## config.mk

```make
export PLATFORM = sky130hd
export DESIGN_NAME = accumulate_bridge
export DESIGN_NICKNAME = d
export VERILOG_FILES = /design/src/rtl/accumulate_bridge.sv
export SDC_FILE = /design/constraint.sdc
export NUM_CORES = 1
export LEC_CHECK = 0
export ABC_AREA = 1
export CAP_MARGIN = 20
export CORE_MARGIN = 2
export CORE_UTILIZATION = 52
export CTS_CLUSTER_DIAMETER = 60
export DETAILED_ROUTE_END_ITERATION = 8
export GPL_TIMING_DRIVEN = 0
export PLACE_DENSITY = 0.87
export SYNTH_ARGS = -nofsm -noshare
export SYNTH_HDL_FRONTEND = slang
export SYNTH_SLANG_ARGS = --single-unit
```

## constraint.sdc

```tcl
create_clock -name clk -period 3.4 [get_ports clk]
set_input_delay 0.34 -clock clk [delete_from_list [all_inputs] [get_ports clk]]
set_output_delay 0.34 -clock clk [all_outputs]
set_load 0.01 [all_outputs]
```

## src/rtl/accumulate_bridge.sv

```systemverilog
// Host-side bridge for the accumulate kernel: streams a job into the shared array,
// starts the kernel, then drains the in-place prefix sums through a small read FIFO.
module accumulate_bridge #(
    parameter int N      = 1000,
    parameter int ADDR_W = 10,
    parameter int DATA_W = 64,
    parameter int RD_LAT = 2
) (
    input  logic                     clk,
    input  logic                     rst,
    input  logic                     s_valid,
    output logic                     s_ready,
    input  logic signed [DATA_W-1:0] s_data,
    output logic                     m_valid,
    input  logic                     m_ready,
    output logic signed [DATA_W-1:0] m_data,
    output logic                     r_enable,
    input  logic                     w_enable,
    output logic                     controlArr,
    output logic                     controlArrWEnable_a,
    output logic [ADDR_W-1:0]        controlArrAddr_a,
    output logic signed [DATA_W-1:0] controlArrWData_a,
    input  logic signed [DATA_W-1:0] controlArrRData_a,
    output logic                     busy
);
    localparam int DEPTH = RD_LAT + 2;
    localparam int PTR_W = (DEPTH > 2) ? $clog2(DEPTH) : 1;
    localparam int CNT_W = $clog2(DEPTH + 1);
    localparam int OCC_W = $clog2(2 * DEPTH + 2) + 1;

    typedef enum logic [1:0] {LOAD, START, RUN, DRAIN} state_t;

    state_t                    r_state;
    logic [ADDR_W-1:0]         r_idx;
    logic [ADDR_W-1:0]         r_pop_cnt;
    logic                      r_ctrl;
    logic                      r_we;
    logic [ADDR_W-1:0]         r_addr;
    logic signed [DATA_W-1:0]  r_wdata;
    logic                      r_renable;
    logic                      r_rd_p0;
    logic [RD_LAT-1:0]         r_rd_vld_p;
    logic signed [DATA_W-1:0]  r_fifo [DEPTH];
    logic [PTR_W-1:0]          r_rd_ptr;
    logic [PTR_W-1:0]          r_wr_ptr;
    logic [CNT_W-1:0]          r_count;

    logic                      w_s_hs;
    logic                      w_push;
    logic                      w_pop;
    logic                      w_issue;
    logic [OCC_W-1:0]          w_pending;

    function automatic logic [PTR_W-1:0] ptr_inc(input logic [PTR_W-1:0] p);
        return (p == PTR_W'(DEPTH - 1)) ? '0 : p + 1'b1;
    endfunction

    assign s_ready             = !rst && (r_state == LOAD);
    assign w_s_hs              = s_valid && s_ready;
    assign busy                = (r_state != LOAD);
    assign controlArr          = r_ctrl;
    assign controlArrWEnable_a = r_we;
    assign controlArrAddr_a    = r_addr;
    assign controlArrWData_a   = r_wdata;
    assign r_enable            = r_renable;
    assign m_valid             = (r_count != '0);
    assign m_data              = m_valid ? r_fifo[r_rd_ptr] : '0;
    assign w_push              = r_rd_vld_p[RD_LAT-1];
    assign w_pop               = m_valid && m_ready;

    // Reads still in the RAM pipe plus words already buffered; a pop this cycle frees a slot.
    always_comb begin
        w_pending = OCC_W'(r_count) + OCC_W'(r_rd_p0);
        for (int k = 0; k < RD_LAT; k++) begin
            w_pending = w_pending + OCC_W'(r_rd_vld_p[k]);
        end
        w_issue = (r_state == DRAIN) && ({1'b0, r_idx} < (ADDR_W + 1)'(N)) &&
                  ((w_pending - OCC_W'(w_pop)) < OCC_W'(DEPTH));
    end

    always_ff @(posedge clk) begin
        if (w_push) begin
            r_fifo[r_wr_ptr] <= controlArrRData_a;
        end
    end

    always_ff @(posedge clk) begin
        if (rst) begin
            r_state    <= LOAD;
            r_idx      <= '0;
            r_pop_cnt  <= '0;
            r_ctrl     <= 1'b1;
            r_we       <= 1'b0;
            r_addr     <= '0;
            r_wdata    <= '0;
            r_renable  <= 1'b0;
            r_rd_p0    <= 1'b0;
            r_rd_vld_p <= '0;
            r_rd_ptr   <= '0;
            r_wr_ptr   <= '0;
            r_count    <= '0;
        end else begin
            // read-valid pipeline matches the RAM latency
            r_rd_vld_p[0] <= r_rd_p0;
            for (int k = 1; k < RD_LAT; k++) begin
                r_rd_vld_p[k] <= r_rd_vld_p[k-1];
            end
            if (w_push) r_wr_ptr <= ptr_inc(r_wr_ptr);
            if (w_pop)  r_rd_ptr <= ptr_inc(r_rd_ptr);
            r_count <= r_count + CNT_W'(w_push) - CNT_W'(w_pop);

            case (r_state)
                LOAD: begin
                    r_we <= w_s_hs;
                    if (w_s_hs) begin
                        r_addr  <= r_idx;
                        r_wdata <= s_data;
                        if (r_idx == ADDR_W'(N - 1)) begin
                            r_state <= START;
                            r_idx   <= '0;
                        end else begin
                            r_idx <= r_idx + 1'b1;
                        end
                    end
                end
                // First START cycle lets the last write land; the second carries the kick.
                START: begin
                    r_we    <= 1'b0;
                    r_addr  <= '0;
                    r_wdata <= '0;
                    if (!r_renable) begin
                        r_renable <= 1'b1;
                        r_ctrl    <= 1'b0;
                    end else begin
                        r_renable <= 1'b0;
                        r_state   <= RUN;
                    end
                end
                RUN: begin
                    if (w_enable) begin
                        r_state   <= DRAIN;
                        r_ctrl    <= 1'b1;
                        r_addr    <= '0;
                        r_rd_p0   <= 1'b1;
                        r_idx     <= ADDR_W'(1);
                        r_pop_cnt <= '0;
                    end
                end
                DRAIN: begin
                    r_rd_p0 <= w_issue;
                    if (w_issue) begin
                        r_addr <= r_idx;
                        r_idx  <= r_idx + 1'b1;
                    end
                    if (w_pop) begin
                        if (r_pop_cnt == ADDR_W'(N - 1)) begin
                            r_state <= LOAD;
                            r_idx   <= '0;
                            r_addr  <= '0;
                            r_rd_p0 <= 1'b0;
                        end else begin
                            r_pop_cnt <= r_pop_cnt + 1'b1;
                        end
                    end
                end
                default: r_state <= LOAD;
            endcase
        end
    end
endmodule

```

---- Word-level counts from Yosys, hierarchy flattened ----
Memories as Yosys holds them, arrays and structs flattened. A register that Yosys moved wholly into a read port is not among the register bits.
Index checks and enable logic that the tools add are counted.
storage, ports and cells
  output and inout bits ................... 144
  flip-flop bits (word level) ............. 109
  input port bits ......................... 133
  memories ................................ 1
  memory bits (writable) .................. 256
cells by class
  multiplexer cells ....................... 40
  magnitude comparators ................... 2
  reduce and logical (&&, ||, !) cells .... 20
  eq/ne operators ......................... 15
  $add $sub $neg .......................... 10
memories
  memory  words  width  read ports  clocked after memory_dff  write ports  line  RTL
  r_fifo  4      64     1           1                         1            43    logic signed [DATA_W-1:0] r_fifo [DEPTH];
operators by type and width
  operator               number
  $mux 10                13
  $mux 64                2
  $pmux 64 s2            1
  $pmux 10 s4            1
  $pmux 10 s3            1
  $add 10x1->10 const B  2
  $eq 10x10->1 const B   2
  $mux 2                 10
  $pmux 10 s2            1
  $ne 2x2->1 const B     6
  $lt 10x10->1 const B   1
  $eq 2x2->1 const B     4
  $pmux 2 s4             1
  $reduce_bool 2->1      4
  $mux 1                 7
  $pmux 1 s2             3
  $reduce_and 2->1       3
  $reduce_and 3->1       2
  $reduce_and 6->1       1
  $reduce_bool 3->1      2
  $add 4x1->5            1
  $add 5x1->5            1
  $logic_and 1x1->1      5
  $lt 5x3->1 const B     1
  10 further kinds       12

---- Logic depth before layout (Yosys ltp) ----
  depth after elaboration ................. 10
  depth in mapped cells ................... 20

---- Least setup slack after synthesis ----
No wires, ideal clock.
  path type ............................... flip-flop to flip-flop
  start point ............................. reg r_count[1]
  end point ............................... reg r_addr[0] (netlist: controlArrAddr_a[0])
  stages on the path, launching flop included .. 16
  path slack .............................. 0.826 ns
  clock period less this slack ............ 2.574 ns
  data required time ...................... 3.329 ns
  data arrival time ....................... 2.503 ns
  setup time .............................. 0.071 ns
  cell sequence ........................... dfxtp_1 > nor2_1 > nand2_2 > nand2_1 > inv_1 > ha_1 > fa_1 > inv_1 > ha_1 > nand3b_1 > nand2_1 > nand2_1 > nand3_2 > o21bai_2 > nand3_1 > a21oi_1
on the way
  elaborated cells on any way between the ends .. 12
  those cells by class .................... add/sub: 4; order compare: 1; mux: 4; reduce/logical: 3
RTL lines
  item                    line  RTL
  start, declared         46    logic [CNT_W-1:0] r_count;
  start signal, assigned  110   r_count <= r_count + CNT_W'(w_push) - CNT_W'(w_pop);
  $reduce_bool 3->1 (*)   66    assign m_valid = (r_count != '0);
  via m_valid             14    output logic m_valid,
  $logic_and 1x1->1 (*)   69    assign w_pop = m_valid && m_ready;
  via w_pop               50    logic w_pop;
  $sub 5x1->5             78    ((w_pending - OCC_W'(w_pop)) < OCC_W'(DEPTH));
  $lt 5x3->1              78
  $logic_and 1x1->1       77    w_issue = (r_state == DRAIN) && ({1'b0, r_idx} < (ADDR_W + 1)'(N)) &&
  $mux 10                 151   if (w_issue) begin
  $mux 10                 156   if (r_pop_cnt == ADDR_W'(N - 1)) begin
  $mux 10 (*)             155   if (w_pop) begin
  $pmux 10 s4 (*)         112   case (r_state)
  end signal, assigned    116   r_addr <= r_idx;
  end signal, assigned    152   r_addr <= r_idx;
  end, declared           38    logic [ADDR_W-1:0] r_addr;
The timed path passes the listed nets; every way through them passes the cells marked *.
A chain may end at the register's enable or synchronous reset.

==> results.sh <==
export IMPL_rr_worst_depth=15
export IMPL_required_ns=3.06
export IMPL_rows=61
export IMPL_drive_gt1_frac=0.0543
export IMPL_cts_buffers=37
export IMPL_min_period_over_period=0.953
export IMPL_syn_avg_cell_area_um2=10.4
export IMPL_synth_most_common_cell="nor2_1"
export IMPL_fmax_mhz=309
export IMPL_power_switching_w=0.00418
export IMPL_post_cts_buffers=0
export IMPL_cp_end_kind="output port"
export IMPL_yosys_warnings=0
export IMPL_dieArea_mm2=0.0296
export IMPL_grt_pass1_wl_um=59200
export IMPL_rsz0062_at_grt="false"
export IMPL_hold_path_depth=3
export IMPL_syn_cell_area_mm2=0.0147
export IMPL_die_h_um=172
export IMPL_coreArea_mm2=0.0278
export IMPL_ant_nets=0
export IMPL_intPower_w=0.00899
export IMPL_status="finished clean"
export IMPL_io_buffers=275
export IMPL_finalClockSkew_ns=0.0215
export IMPL_synth_area_leaders="edfxtp_1 (52%), dfxtp_1 (15%), nor2_1 (7.8%)"
export IMPL_die_width_um=172
export IMPL_drtPass1Iterations=5
export IMPL_cts_sinks=367
export IMPL_grt_overflow_total=0
export IMPL_yosys_area_top_type_share=0.523
export IMPL_post_route_min_period_ns=3.24
export IMPL_drv_cap=0
export IMPL_synth_seq_cells=367
export IMPL_cts_hold_buf=0
export IMPL_cts_buffer_depth=3
export IMPL_ys_types=34
export IMPL_start_util=0.529
export IMPL_finalWorstSetupSlack_ns=0.159
export IMPL_root_buffer="clkbuf_16"
export IMPL_wirelength_um=38800
export IMPL_cp_max_fo=10
export IMPL_postSynthCellCount=1409
export IMPL_synth_top_area_cell="edfxtp_1"
export IMPL_worstMarginPinSlew_ns=0.964
export IMPL_synthFlopType="edfxtp_1"
export IMPL_cts_clk_slew_worst_paths_ns=0.06
export IMPL_hold_viol_final=0
export IMPL_gp_congestion=0.857
export IMPL_ir_drop_mv=0.386
export IMPL_p_sw_frac=0.317
export IMPL_arrival_ns=2.90
export IMPL_cts_tree="done"
export IMPL_vias=11631
export IMPL_ys_seq_area_frac=0.675
export IMPL_power_density_mw_per_mm2=688
export IMPL_slew_violations=0
export IMPL_synth_top_cells_by_count="nor2_1 (304), edfxtp_1 (256), a21oi_1 (155)"
export IMPL_drc=0
export IMPL_synth_edff_count=256
export IMPL_final_setup_tns_ns=0
export IMPL_track_usage=0.258
export IMPL_wl_per_cell_um=18.2
export IMPL_sequentialPowerShare=0.373
export IMPL_pre_cts_ws_ns=0.0321
export IMPL_hp_class="in2reg"
export IMPL_syn2layout_area_growth_pct=30.2
export IMPL_nFillCells=1938
export IMPL_combPwrFrac=0.328
export IMPL_p_leak_nw=6.65
export IMPL_critPathLaunchType="register"
export IMPL_drtIter0Drc=1275
export IMPL_fin_nets=1879
export IMPL_ios=277
export IMPL_slew_headroom=0.357
export IMPL_async_flop_share=0
export IMPL_antenna_found_initial=0
export IMPL_p_clk_frac=0.299
export IMPL_dp_hpwl_um=25700
export IMPL_grt_pass1_vias=11374
export IMPL_grt_max_degree=65
export IMPL_synth_net_count=1564
export IMPL_insertion_delay_ns=0.51
export IMPL_avgViaCountPerCell=5.46
export IMPL_h_tree_depth=2
export IMPL_crit_type="reg2out"
export IMPL_setup_viol=0
## cells by family after synthesis
logic type                 after synthesis  share of synthesized area
adders and majority gates               22                     0.0198
AOI/OAI and AO/OA                      310                      0.108
xor gates and xnor gates                 6                    0.00358
buffers and inverters                  137                     0.0365
and+or+nand+nor                        567                      0.158
DFF                                    367                      0.675
## state kept, by name, summed over array words and instances, names as in the netlist, named ones only
signal	cells
r_fifo	256
controlArrWData_a	64
controlArrAddr_a	10
r_idx	10
r_pop_cnt	10
r_count	3
r_rd_ptr	2
r_rd_vld_p	2
r_state	2
r_wr_ptr	2
controlArr	1
controlArrWEnable_a	1
r_enable	1
r_rd_p0	1
## routing by layer
layer	wire (um)	GRT usage	up-vias
li1	-	-	5493
met1	14600	0.314	5435
met2	18900	0.445	604
met3	3850	0.0634	99
met4	1370	0.102	0
met5	0	0	-
## final timing paths
path                  from                     to  slack, ns
min             s_data[10]  controlArrWData_a[10]       0.41
min reg2reg  r_rd_vld_p[0]          r_rd_vld_p[1]       0.45
max reg2reg     r_count[1]    controlArrAddr_a[8]       0.31
max               register             m_data[57]       0.16
## through the flow
step	instance area, um^2	utilization	hold slack, ns	std cells	total power (W)
floorplan	14700	-	0.413	1409	0.00710
global placement	17900	0.645	0.420	2062	0.00914
detailed placement	17900	0.646	0.434	2063	0.00925
CTS	19100	0.688	0.391	2128	0.0132
global route	19100	0.689	0.413	2128	0.0138
finish	19100	0.689	0.405	2130	0.0132
## layout by cell type, fill, tap and decap left out, types with 3 or more instances in the layout
cell             Yosys  routed
clkinv_2             1       4
clkdlybuf4s50_1      0     275
dfxtp_1            111     111
clkbuf_1            52      60
buf_1               14      13
nand4_1              6       6
inv_2                4       4
clkinv_1             0       4
buf_2               14      14
nand2_1            149     148
nor2_1             304     304
clkbuf_16            0      37
xor2_1               5       5
inv_4                0       4
nand3_1             87      87
clkbuf_8             0       3
edfxtp_1           256     256
inv_1               51      47
o21ai_0            137     137
ha_1                20      20
a21oi_1            155     155
o21ai_1             11      11
nor3_1               8       8
clkbuf_2             0       4
bufinv_16            0       3
nor2_2               3       3
nand2_2              3       4
## layout make-up
| class | instances | area, um^2 | area share |
|---|---|---|---|
| clock buffers | 51 | 1010 | 0.0527 |
| flip-flops and latches | 367 | 9910 | 0.518 |
| multi-input cells | 905 | 4260 | 0.222 |
| inverters | 56 | 221 | 0.0116 |
| plain buffers | 81 | 330 | 0.0173 |
| repair buffers | 276 | 2770 | 0.145 |
| well taps | 378 | 473 | 0.0247 |
| diodes | 2 | 5.00 | 0.000262 |
| clock inverters | 14 | 159 | 0.00830 |
## worst max-delay path, cell delays in order, from the launching register on
cell and delay, ns:
dfxtp_1 0.35, clkbuf_2 0.32, clkbuf_1 0.49, nor2_1 0.10
nor2_1 0.10, o21ai_0 0.10, a21oi_1 0.32, clkdlybuf4s50_1 0.60
## repair_timing
action                                 CTS  global route
setup endpoints to repair                6            21
resized for setup                        1             7
endpoints found under the hold margin    0             0
## power by group through the flow
stage | registers (W) | logic (W) | clock network [W]
after detailed placement | 0.00500 | 0.00425 | 0
after floorplan | 0.00501 | 0.00209 | 0
after global routing | 0.00491 | 0.00471 | 0.00416
after CTS | 0.00491 | 0.00429 | 0.00399
final | 0.00491 | 0.00432 | 0.00394
after global placement | 0.00500 | 0.00414 | 0
Note: power is estimated with default switching activity, not from simulation.
